## config.mk

```make
export PLATFORM = sky130hd
export DESIGN_NAME = regfile_wbq
export DESIGN_NICKNAME = d
export VERILOG_FILES = /design/src/rtl/regfile_wbq.sv
export SDC_FILE = /design/constraint.sdc
export NUM_CORES = 1
export LEC_CHECK = 0
export CORE_MARGIN = 8
export CORE_UTILIZATION = 55
export CTS_BUF_LIST = sky130_fd_sc_hd__clkbuf_16
export CTS_CLUSTER_SIZE = 28
export DETAILED_ROUTE_END_ITERATION = 12
export DONT_BUFFER_PORTS = 1
export HOLD_SLACK_MARGIN = 0.03
export PLACE_DENSITY = 0.78
export SLEW_MARGIN = 20
export SYNTH_ARGS = -nofsm -noshare
export SYNTH_HDL_FRONTEND = slang
export SYNTH_SLANG_ARGS = --single-unit
```

## constraint.sdc

```tcl
create_clock -name clk -period 5.96 [get_ports clk]
set_input_delay 0.596 -clock clk [delete_from_list [all_inputs] [get_ports clk]]
set_output_delay 0.596 -clock clk [all_outputs]
set_load 0.03 [all_outputs]
```

## src/rtl/regfile_wbq.sv

```systemverilog
// Writeback queue in front of a single regfile write port: fixed-priority intake, in-order drain.
// Optional forwarding lookup over queued entries is built when REGFILE_WBQ_FWD_EN is defined.
module regfile_wbq #(
  parameter int DATA     = 32,
  parameter int ADDR     = 4,
  parameter int SRC      = 2,
  parameter int DEPTH    = 4,
  parameter int ZERO_REG = 0
) (
  input  logic                      clk,
  input  logic                      reset,
  input  logic [SRC-1:0]            src_valid,
  input  logic [SRC-1:0][ADDR-1:0]  src_addr,
  input  logic [SRC-1:0][DATA-1:0]  src_data,
  output logic [SRC-1:0]            src_ready,
  input  logic                      stall,
  output logic                      we,
  output logic [ADDR-1:0]           waddr,
  output logic [DATA-1:0]           wdata,
  output logic [$clog2(DEPTH):0]    count,
  input  logic [ADDR-1:0]           q_addr,
  output logic                      q_hit,
  output logic [DATA-1:0]           q_data
);

  localparam int AW = $clog2(DEPTH);
  localparam int CW = AW + 1;
  localparam int SW = (SRC > 1) ? $clog2(SRC) : 1;
  localparam logic [CW-1:0] FULL = CW'(DEPTH);

  logic [ADDR-1:0] mem_addr [DEPTH];
  logic [DATA-1:0] mem_data [DEPTH];

  logic [CW-1:0]   wr_ptr_p1;
  logic [CW-1:0]   rd_ptr_p1;
  logic [CW-1:0]   count_p1;

  logic            win_vld_p0;
  logic [SW-1:0]   win_idx_p0;
  logic [ADDR-1:0] win_addr_p0;
  logic [DATA-1:0] win_data_p0;
  logic            accept_p0;
  logic            zero_drop_p0;
  logic            push_p0;
  logic            pop_p0;

  // Stage p0: arbitration and drain decision
  always_comb begin
    win_vld_p0 = 1'b0;
    win_idx_p0 = '0;
    for (int i = SRC - 1; i >= 0; i--) begin
      if (src_valid[i]) begin
        win_vld_p0 = 1'b1;
        win_idx_p0 = SW'(i);
      end
    end
  end

  assign win_addr_p0  = src_addr[win_idx_p0];
  assign win_data_p0  = src_data[win_idx_p0];

  assign pop_p0       = reset && (count_p1 != '0) && !stall;
  assign accept_p0    = reset && win_vld_p0 && ((count_p1 != FULL) || pop_p0);
  // Writes to a hard-wired zero register are acknowledged but never reach the regfile.
  assign zero_drop_p0 = (ZERO_REG != 0) && (win_addr_p0 == '0);
  assign push_p0      = accept_p0 && !zero_drop_p0;

  always_comb begin
    src_ready = '0;
    if (accept_p0) src_ready[win_idx_p0] = 1'b1;
  end

  assign we    = pop_p0;
  assign waddr = mem_addr[rd_ptr_p1[AW-1:0]];
  assign wdata = mem_data[rd_ptr_p1[AW-1:0]];
  assign count = count_p1;

  // Stage p1: queue control state
  always_ff @(posedge clk) begin
    if (!reset) begin
      wr_ptr_p1 <= '0;
      rd_ptr_p1 <= '0;
      count_p1  <= '0;
    end else begin
      if (push_p0) wr_ptr_p1 <= wr_ptr_p1 + CW'(1);
      if (pop_p0)  rd_ptr_p1 <= rd_ptr_p1 + CW'(1);
      count_p1 <= count_p1 + CW'(push_p0) - CW'(pop_p0);
    end
  end

  always_ff @(posedge clk) begin
    if (push_p0) begin
      mem_addr[wr_ptr_p1[AW-1:0]] <= win_addr_p0;
      mem_data[wr_ptr_p1[AW-1:0]] <= win_data_p0;
    end
  end

`ifdef REGFILE_WBQ_FWD_EN
  logic            fwd_hit;
  logic [DATA-1:0] fwd_data;
  logic [AW-1:0]   fwd_idx;

  // Walk oldest to youngest so the last match left standing is the youngest.
  always_comb begin
    fwd_hit  = 1'b0;
    fwd_data = '0;
    fwd_idx  = '0;
    for (int i = 0; i < DEPTH; i++) begin
      fwd_idx = rd_ptr_p1[AW-1:0] + AW'(i);
      if ((CW'(i) < count_p1) && (mem_addr[fwd_idx] == q_addr)) begin
        fwd_hit  = 1'b1;
        fwd_data = mem_data[fwd_idx];
      end
    end
    if ((ZERO_REG != 0) && (q_addr == '0)) begin
      fwd_hit  = 1'b0;
      fwd_data = '0;
    end
    if (!reset) begin
      fwd_hit  = 1'b0;
      fwd_data = '0;
    end
  end

  assign q_hit  = fwd_hit;
  assign q_data = fwd_data;
`else
  logic unused_q_addr;
  assign unused_q_addr = ^q_addr;
  assign q_hit  = 1'b0;
  assign q_data = '0;
`endif

endmodule

```

==> out/qor.txt, run 1 <==
status -> finished clean
first-pass GRT wire length -> 17.3 mm
Core Util, Final -> 0.614
filler cell count -> 831
Die Wd -> 124 um
die height -> 124 um
Crit. End Element -> flip-flop
dpl ws -> 3090 ps
nets -> 409
layout cells sized above 1 -> 0.309
# DRC -> 0
final setup fails -> 0
clock tree buffer depth -> 2
Most used DFF post-synth -> edfxtp_1
drt initial violations -> 200
final WL -> 11.2 mm
n_diodes -> 0
register cell area after layout -> 4510 um^2
register area share after synthesis -> 0.697
Synth area leader -> edfxtp_1
R2R Path Start -> count[1]$_SDFF_PN0_
# Post-CTS Setup Buffers -> 0
max-slew violation count -> 0
CP arrival -> 3180 ps
Skew-Pair Late Insertion Delay -> 420 ps
die area -> 15,500 um^2
Synth Area per Inst -> 20.6 um^2
Mapped Cells -> 314
minimum clock period -> 2860 ps
Most Crowded Layer GR -> met2
PortBufs -> 0
TritonCTS clock tree -> built
Clock Tree Root -> clkbuf_16
Post-synth EDFFs -> 144
Clock Skew -> 6.22 ps
Core ar. -> 11,400 um^2
Yosys reg bits -> 153
top cells by area, synth -> edfxtp_1 (67%), mux4_2 (10%), mux2_2 (6.3%)
Pleak -> 2.32 nW
CTS HTree Levels -> 4
hold_sp -> stall
Req. time, crit path -> 6270 ps
kind of critical path -> flip-flop to flip-flop
WHS Path Cells -> 1
Post-CTS Hold Buffers -> 0
gr ovfl total -> 0
post-layout worst setup margin -> 3100 ps
ys async rst share -> 0
Tot GR Track Use -> 0.147
unrepaired setup endpoints after global routing -> no
final hold vios -> 0
placed inst area -> 6390 um^2
share of the synthesized area in the top cell type -> 0.670
period utilization -> 0.481
VDD IR max -> 0.273 mV
number of CTS-inserted buffers -> 17
crit path max fanout -> 5
CP startpoint kind -> flip-flop
Mapped Area -> 6460 um^2
largest net degree at the start of global routing -> 38
Crit. Startpoint -> count[1]$_SDFF_PN0_
M3 GR Usage -> 0.0638
Vias/cell -> 5.65
synth cell count leaders -> edfxtp_1 (144), mux2_2 (36), buf_4 (34)
power density over the cells -> 432 nW/um^2
Warnings, synthesis -> 0
Cell Rows -> 39
path depth of the worst reg2reg path -> 9
antenna-violating nets left -> 0
drt pass-1 iters -> 4
Fmax -> 349 MHz
Clock Pin Slew Worst Setup and Hold Paths -> 60 ps
clk sink count -> 153
met2 Usage GRT -> 0.236
post-CTS resize count -> 0
Least-Margin Pin Slew -> 1020 ps
met1 usage -> 0.169
placed cell count -> 444
initial antenna violation count -> 0
vias post-DR -> 2,689
area grow syn2layout -> 8.58%
Multi-input gate area -> 1680 um^2
routability cong. -> 0.617
fin area -> 7010 um^2
hpwl dp -> 6.77 mm
Distinct cells, synth -> 25
Initial Utilization -> 0.566
WL/cell -> 23.4 um
maxcap violations -> 0
top-count cell post-synth -> edfxtp_1
io pins -> 156
Non-Filler Instances -> 476
Slew HR -> 0.320
vias in the first global route -> 3,086
TNS Setup -> 0 ps
HP Class -> primary input to flip-flop
layout by cell type (no fill, tap or decap), drive strengths merged, types with 2 or more instances in the layout:
master    n
mux2i     4
mux4     36
bufinv    4
nand2     5
edfxtp  144
nor2b     3
xnor2     2
inv       8
buf       2
conb     33
mux2     36
ha        6
and2      8
dfxtp     9
clkinv    6
nor3b     2
nor2      2
clkbuf   17
where the power goes:
part	internal (mW)	switching, mW
Combinational	0.201	0.412
Clock	0.685	0.386
Sequential	1.29	0.0580
final cells by class:
cell class / count / area share
well taps: 143 / 0.0255
flip-flops and latches: 153 / 0.643
clock inverters: 14 / 0.0236
inverters: 5 / 0.00268
clock buffers: 17 / 0.0607
multi-input cells: 142 / 0.240
repair buffers: 2 / 0.00500
per-stage QoR:
| stage | hold WS [ps] | power [mW] |
|---|---|---|
| CTS | 285 | 3.07 |
| detailed placement | 450 | 2.00 |
| global placement | 444 | 1.98 |
| finish | 295 | 3.03 |
| floorplan | 431 | 1.94 |
| global route | 290 | 3.15 |
routing by layer:
metal	share of wire	wire length [um]
met5	0	0
met4	0.014	152
met3	0.075	835
met2	0.49	5500
met1	0.42	4660
flip-flops by register name, summed over array words and instances (netlist names), named ones only:
signal     count
mem_data     128
mem_addr      16
count          3
rd_ptr_p1      2
wr_ptr_p1      2
path summary, 6_finish.rpt:
check / to / slack [ps]
setup / recovery: count[2]$_SDFF_PN0_ / 3100
setup reg to reg: count[2]$_SDFF_PN0_ / 3100
hold / removal: flip-flop / 290
hold reg to reg: flip-flop / 460
critical path, stage by stage, from the launching register on:
cell and delay (ps):
dfxtp_1 630, nor3_1 190, nor3b_2 700, ha_1 350
inv_1 50, ha_1 130, inv_1 50, fa_1 370
xnor2_1 130, and2_1 150
kinds of logic (layout without fill, tap and decap cells):
kind of cell,after synthesis,in the layout,synth area share
fa+ha+maj,7,7,0.0147
simple gates,22,22,0.0213
mux,76,76,0.198
buf+inv,51,38,0.0626
compound gates,2,2,0.00271
xor+xnor,2,2,0.00271
other cells,1,33,0.000581
flops,153,153,0.697
Power figures use the tool's default switching activity.
==> run 2: changes to the inputs <==
--- a/config.mk
+++ b/config.mk
@@ -12,7 +12,7 @@
 export DETAILED_ROUTE_END_ITERATION = 12
 export DONT_BUFFER_PORTS = 1
 export HOLD_SLACK_MARGIN = 0.03
-export PLACE_DENSITY = 0.78
+export PLACE_DENSITY = 0.81
 export SLEW_MARGIN = 20
 export SYNTH_ARGS = -nofsm -noshare
 export SYNTH_HDL_FRONTEND = slang
==> constraint.sdc (replaced) <==
create_clock -name clk -period 2.36 [get_ports clk]
set_input_delay 0.236 -clock clk [delete_from_list [all_inputs] [get_ports clk]]
set_output_delay 0.236 -clock clk [all_outputs]
set_load 0.03 [all_outputs]
==> out/qor.txt, run 2 (same netlist as run 1, synthesis figures left out) <==
Slew HR -> 0.665
Clock Skew -> 8.17 ps
hpwl dp -> 7.89 mm
CP arrival -> 2530 ps
Pleak -> 2.39 nW
post-CTS resize count -> 0
max-slew violation count -> 0
Crit. End Element -> flip-flop
Die Wd -> 124 um
# DRC -> 0
power density over the cells -> 1060 nW/um^2
io pins -> 156
Skew-Pair Late Insertion Delay -> 410 ps
Core Util, Final -> 0.628
max incr delay on CP -> 390 ps
Least-Margin Pin Slew -> 501 ps
layout cells sized above 1 -> 0.359
most common cell after layout, fill and taps aside -> edfxtp_1
TNS Setup -> 0 ps
antenna-violating nets left -> 0
vias post-DR -> 2,803
first-pass GRT wire length -> 17.8 mm
Clock Pin Slew Worst Setup and Hold Paths -> 60 ps
drt initial violations -> 184
kind of critical path -> flip-flop to flip-flop
Critical Path Most Common Cell -> inv_1
gr ovfl total -> 0
dpl ws -> 134 ps
die height -> 124 um
CTS HTree Levels -> 4
crit path max fanout -> 4
Clock Tree Root -> clkbuf_16
CP startpoint kind -> flip-flop
maxcap violations -> 0
commonest non-fill, non-tap cells in the layout -> edfxtp_1 (144), mux2_2 (36), conb_1 (33)
clk sink count -> 153
Crit path max-delay family -> adder cells
final WL -> 11.6 mm
largest net degree at the start of global routing -> 27
TritonCTS clock tree -> built
Req. time, crit path -> 2660 ps
max reg flops -> 128
vias in the first global route -> 3,175
area grow syn2layout -> 10.9%
minimum clock period -> 2230 ps
Fmax -> 448 MHz
nets -> 426
routability cong. -> 0.673
initial antenna violation count -> 0
Initial Utilization -> 0.566
status -> finished clean
die area -> 15,500 um^2
period utilization -> 0.946
Core ar. -> 11,400 um^2
crit-path cells -> and4bb_2 > nor3b_2 > inv_1 > ha_1 > inv_1 > ha_1 > inv_1 > fa_1 > xnor2_1 > and2_1
Vias/cell -> 5.67
number of CTS-inserted buffers -> 17
PortBufs -> 0
drt pass-1 iters -> 4
final hold vios -> 0
n_diodes -> 0
Cell Rows -> 39
Buf+Inv Stages, Crit Path -> 3
HP Class -> primary input to flip-flop
VDD IR max -> 0.544 mV
WL/cell -> 23.5 um
Slowest-stage cell, CP -> dfxtp_2
clock tree buffer depth -> 2
unrepaired setup endpoints after global routing -> no
final setup fails -> 0
Tot GR Track Use -> 0.149
post-layout worst setup margin -> 127 ps
[run 2: changes by cell type in the layout (fill, tap and decap cells not counted), sizes merged]
| cell | before | now |
|---|---|---|
| buf | 2 | 16 |
| bufinv | 4 | 1 |
| clkinvlp | 1 | 3 |
| dlygate4sd3 | 0 | 3 |
| inv | 8 | 10 |
[run 2: layout make-up]
class | instances | area, um^2
timing repair buffer | 19 | 200
clock inverter | 15 | 143
tap | 143 | 179
fill | 830 | 4250
clock buffer | 17 | 425
inverter | 5 | 18.8
multi-input combinational | 142 | 1690
sequential | 153 | 4510
[run 2: worst reg2reg max path, delay by kind of cell (launching register included)]
family,cells,cell delay (ps)
xor gates and xnor gates,1,130
adders and majority gates,3,760
buffers and inverters,3,180
DFF,1,390
and+or+nand+nor,3,660
[run 2: per-layer routing]
metal,track usage,wire length [um],up-vias
li1,-,-,1241
met1,0.178,4850,1434
met2,0.245,5840,124
met3,0.0570,878,4
met4,0.0489,25,0
met5,0,0,-
[run 2: per-stage QoR]
stage	std cells	hold slack, ps	area [um^2]	power (mW)
final	494	54.7	7170	7.61
after global routing	494	41.6	7170	7.89
after CTS	494	33.8	7170	7.70
after detailed placement	459	363	6570	5.15
after global placement	459	361	6570	5.10
after floorplan	346	353	6590	4.91
[run 2: path summary, 6_finish.rpt]
kind | from | to | slack (ps) | cells past startpoint
setup reg to reg | count[2]$_SDFF_PN0_ | count[2]$_SDFF_PN0_ | 130 | 10
hold reg to reg | rd_ptr_p1[1]$_SDFFE_PN0P_ | rd_ptr_p1[1]$_SDFFE_PN0P_ | 470 | 1
setup / recovery | count[2]$_SDFF_PN0_ | count[2]$_SDFF_PN0_ | 130 | 10
hold / removal | reset | flip-flop | 50 | 2
[run 2: repair_timing]
action                    4_1_cts  5_1_grt
hold endpoints to repair        7        0
hold buffers                    3        0
setup buffers                   0        0
[run 2: where the power goes]
| part | switching (mW) | internal, mW |
|---|---|---|
| Clock | 1.07 | 1.47 |
| Sequential | 0.0981 | 3.26 |
| Combinational | 1.12 | 0.589 |
==> run 3: changes to the inputs <==
--- a/config.mk
+++ b/config.mk
@@ -7,12 +7,12 @@
 export LEC_CHECK = 0
 export CORE_MARGIN = 8
 export CORE_UTILIZATION = 55
-export CTS_BUF_LIST = sky130_fd_sc_hd__clkbuf_16
+export CTS_BUF_LIST = sky130_fd_sc_hd__clkbuf_8
 export CTS_CLUSTER_SIZE = 28
 export DETAILED_ROUTE_END_ITERATION = 12
 export DONT_BUFFER_PORTS = 1
 export HOLD_SLACK_MARGIN = 0.03
-export PLACE_DENSITY = 0.81
+export PLACE_DENSITY = 0.78
 export SLEW_MARGIN = 20
 export SYNTH_ARGS = -nofsm -noshare
 export SYNTH_HDL_FRONTEND = slang
==> constraint.sdc (replaced) <==
create_clock -name clk -period 2.38 [get_ports clk]
set_input_delay 0.238 -clock clk [delete_from_list [all_inputs] [get_ports clk]]
set_output_delay 0.238 -clock clk [all_outputs]
set_load 0.03 [all_outputs]
==> out/qor.txt, run 3 (same netlist as run 1, synthesis figures left out) <==
n_diodes -> 0
period utilization -> 0.928
die area -> 15,500 um^2
unrepaired setup endpoints after global routing -> no
Power, Total -> 7.03 mW
antenna-violating nets left -> 0
reg2reg setup slack -> 170 ps
Slowest-stage cell, CP -> nor3_1
Clock Tree Root -> clkbuf_8
power density over the cells -> 1000 nW/um^2
kind of critical path -> flip-flop to flip-flop
first-pass GRT wire length -> 18.1 mm
CP arrival -> 2540 ps
Least-Margin Pin Slew -> 551 ps
drt initial violations -> 232
clock tree buffer depth -> 2
fin area -> 7000 um^2
maxcap violations -> 0
io pins -> 156
Buf+Inv Stages, Crit Path -> 2
HP Class -> primary input to flip-flop
vias in the first global route -> 3,259
die height -> 124 um
final hold vios -> 0
minimum clock period -> 2210 ps
Req. time, crit path -> 2710 ps
most common cell after layout, fill and taps aside -> edfxtp_1
Tot GR Track Use -> 0.153
crit path max fanout -> 4
Slew HR -> 0.632
commonest non-fill, non-tap cells in the layout -> edfxtp_1 (144), mux2_2 (36), conb_1 (33)
CP startpoint kind -> flip-flop
max incr delay on CP -> 440 ps
Clock Skew -> 6.23 ps
Crit. End Element -> flip-flop
layout cells sized above 1 -> 0.355
Clock Pin Slew Worst Setup and Hold Paths -> 80 ps
Skew-Pair Late Insertion Delay -> 430 ps
# DRC -> 0
Cell Rows -> 39
status -> finished clean
Pleak -> 2.31 nW
placed inst area -> 6560 um^2
routability cong. -> 0.662
WHS -> 78.3 ps
TritonCTS clock tree -> built
initial antenna violation count -> 0
hpwl dp -> 7.66 mm
largest net degree at the start of global routing -> 37
PortBufs -> 0
Crit path max-delay family -> adder cells
final WL -> 11.5 mm
TNS Setup -> 0 ps
CTS HTree Levels -> 4
final setup fails -> 0
Fmax -> 453 MHz
clk sink count -> 153
area grow syn2layout -> 8.37%
VDD IR max -> 0.708 mV
vias post-DR -> 2,798
drt pass-1 iters -> 4
max reg flops -> 128
Core ar. -> 11,400 um^2
WL/cell -> 23.4 um
gr ovfl total -> 0
nets -> 426
Die Wd -> 124 um
Initial Utilization -> 0.566
max-slew violation count -> 0
crit-path cells -> nor3_1 > nor3b_4 > ha_1 > inv_1 > ha_1 > inv_1 > fa_1 > xnor2_1 > and2_1
Vias/cell -> 5.69
number of CTS-inserted buffers -> 17
-- run 3: final timing paths --
kind | startpoint | to | cells past startpoint
max reg2reg | count[2]$_SDFF_PN0_ | count[2]$_SDFF_PN0_ | 9
max | count[2]$_SDFF_PN0_ | count[2]$_SDFF_PN0_ | 9
min | src_data[29] | mem_data[3][29]$_DFFE_PP_ | 1
min reg2reg | rd_ptr_p1[0]$_SDFFE_PN0P_ | flip-flop | 1
-- run 3: repair_timing --
item                      4_1_cts  5_1_grt
hold buffers                    3        0
buffers inserted                0        0
resized for setup               0        0
hold endpoints to repair        9        0
-- run 3: cell type report --
cell class                      instances  area [um^2]
Clock inverter                         13          180
Inverter                                5         18.8
Sequential cell                       153         4510
Tap cell                              143          179
Clock buffer                           17          234
Fill cell                             827         4420
Multi-Input combinational cell        142         1690
Timing Repair Buffer                   19          188
-- run 3: report_power, final --
| part | switching, mW | internal, mW | leakage [nW] |
|---|---|---|---|
| registers | 0.0840 | 3.23 | 1.39 |
| logic | 1.12 | 0.580 | 0.724 |
| clock network | 0.898 | 1.12 | 0.193 |
| total | 2.10 | 4.93 | 2.31 |
-- run 3: per-layer routing --
metal	share of wire	global-route usage	up-vias
met3	0.072	0.0626	8
met2	0.53	0.260	109
met5	0	0	-
li1	-	-	1230
met4	0.0075	0.0517	0
met1	0.39	0.171	1451
-- run 3: stage by stage --
stage / std cells / utilization / worst slack [ps]
after detailed placement: 459 / 0.574 / 164
after global placement: 459 / 0.574 / 233
after CTS: 492 / 0.613 / 141
after floorplan: 346 / - / 51.0
final: 492 / 0.613 / 171
after global routing: 492 / 0.613 / 31.4
-- run 3: worst register-to-register path: cells and delay by family (launching register included) --
| kind | cells | cell delay, ps |
|---|---|---|
| XOR/XNOR | 1 | 130 |
| AND/OR/NAND/NOR | 3 | 680 |
| adder cells (fa/ha/maj) | 3 | 800 |
| buffers and inverters | 2 | 100 |
| flip-flops | 1 | 400 |
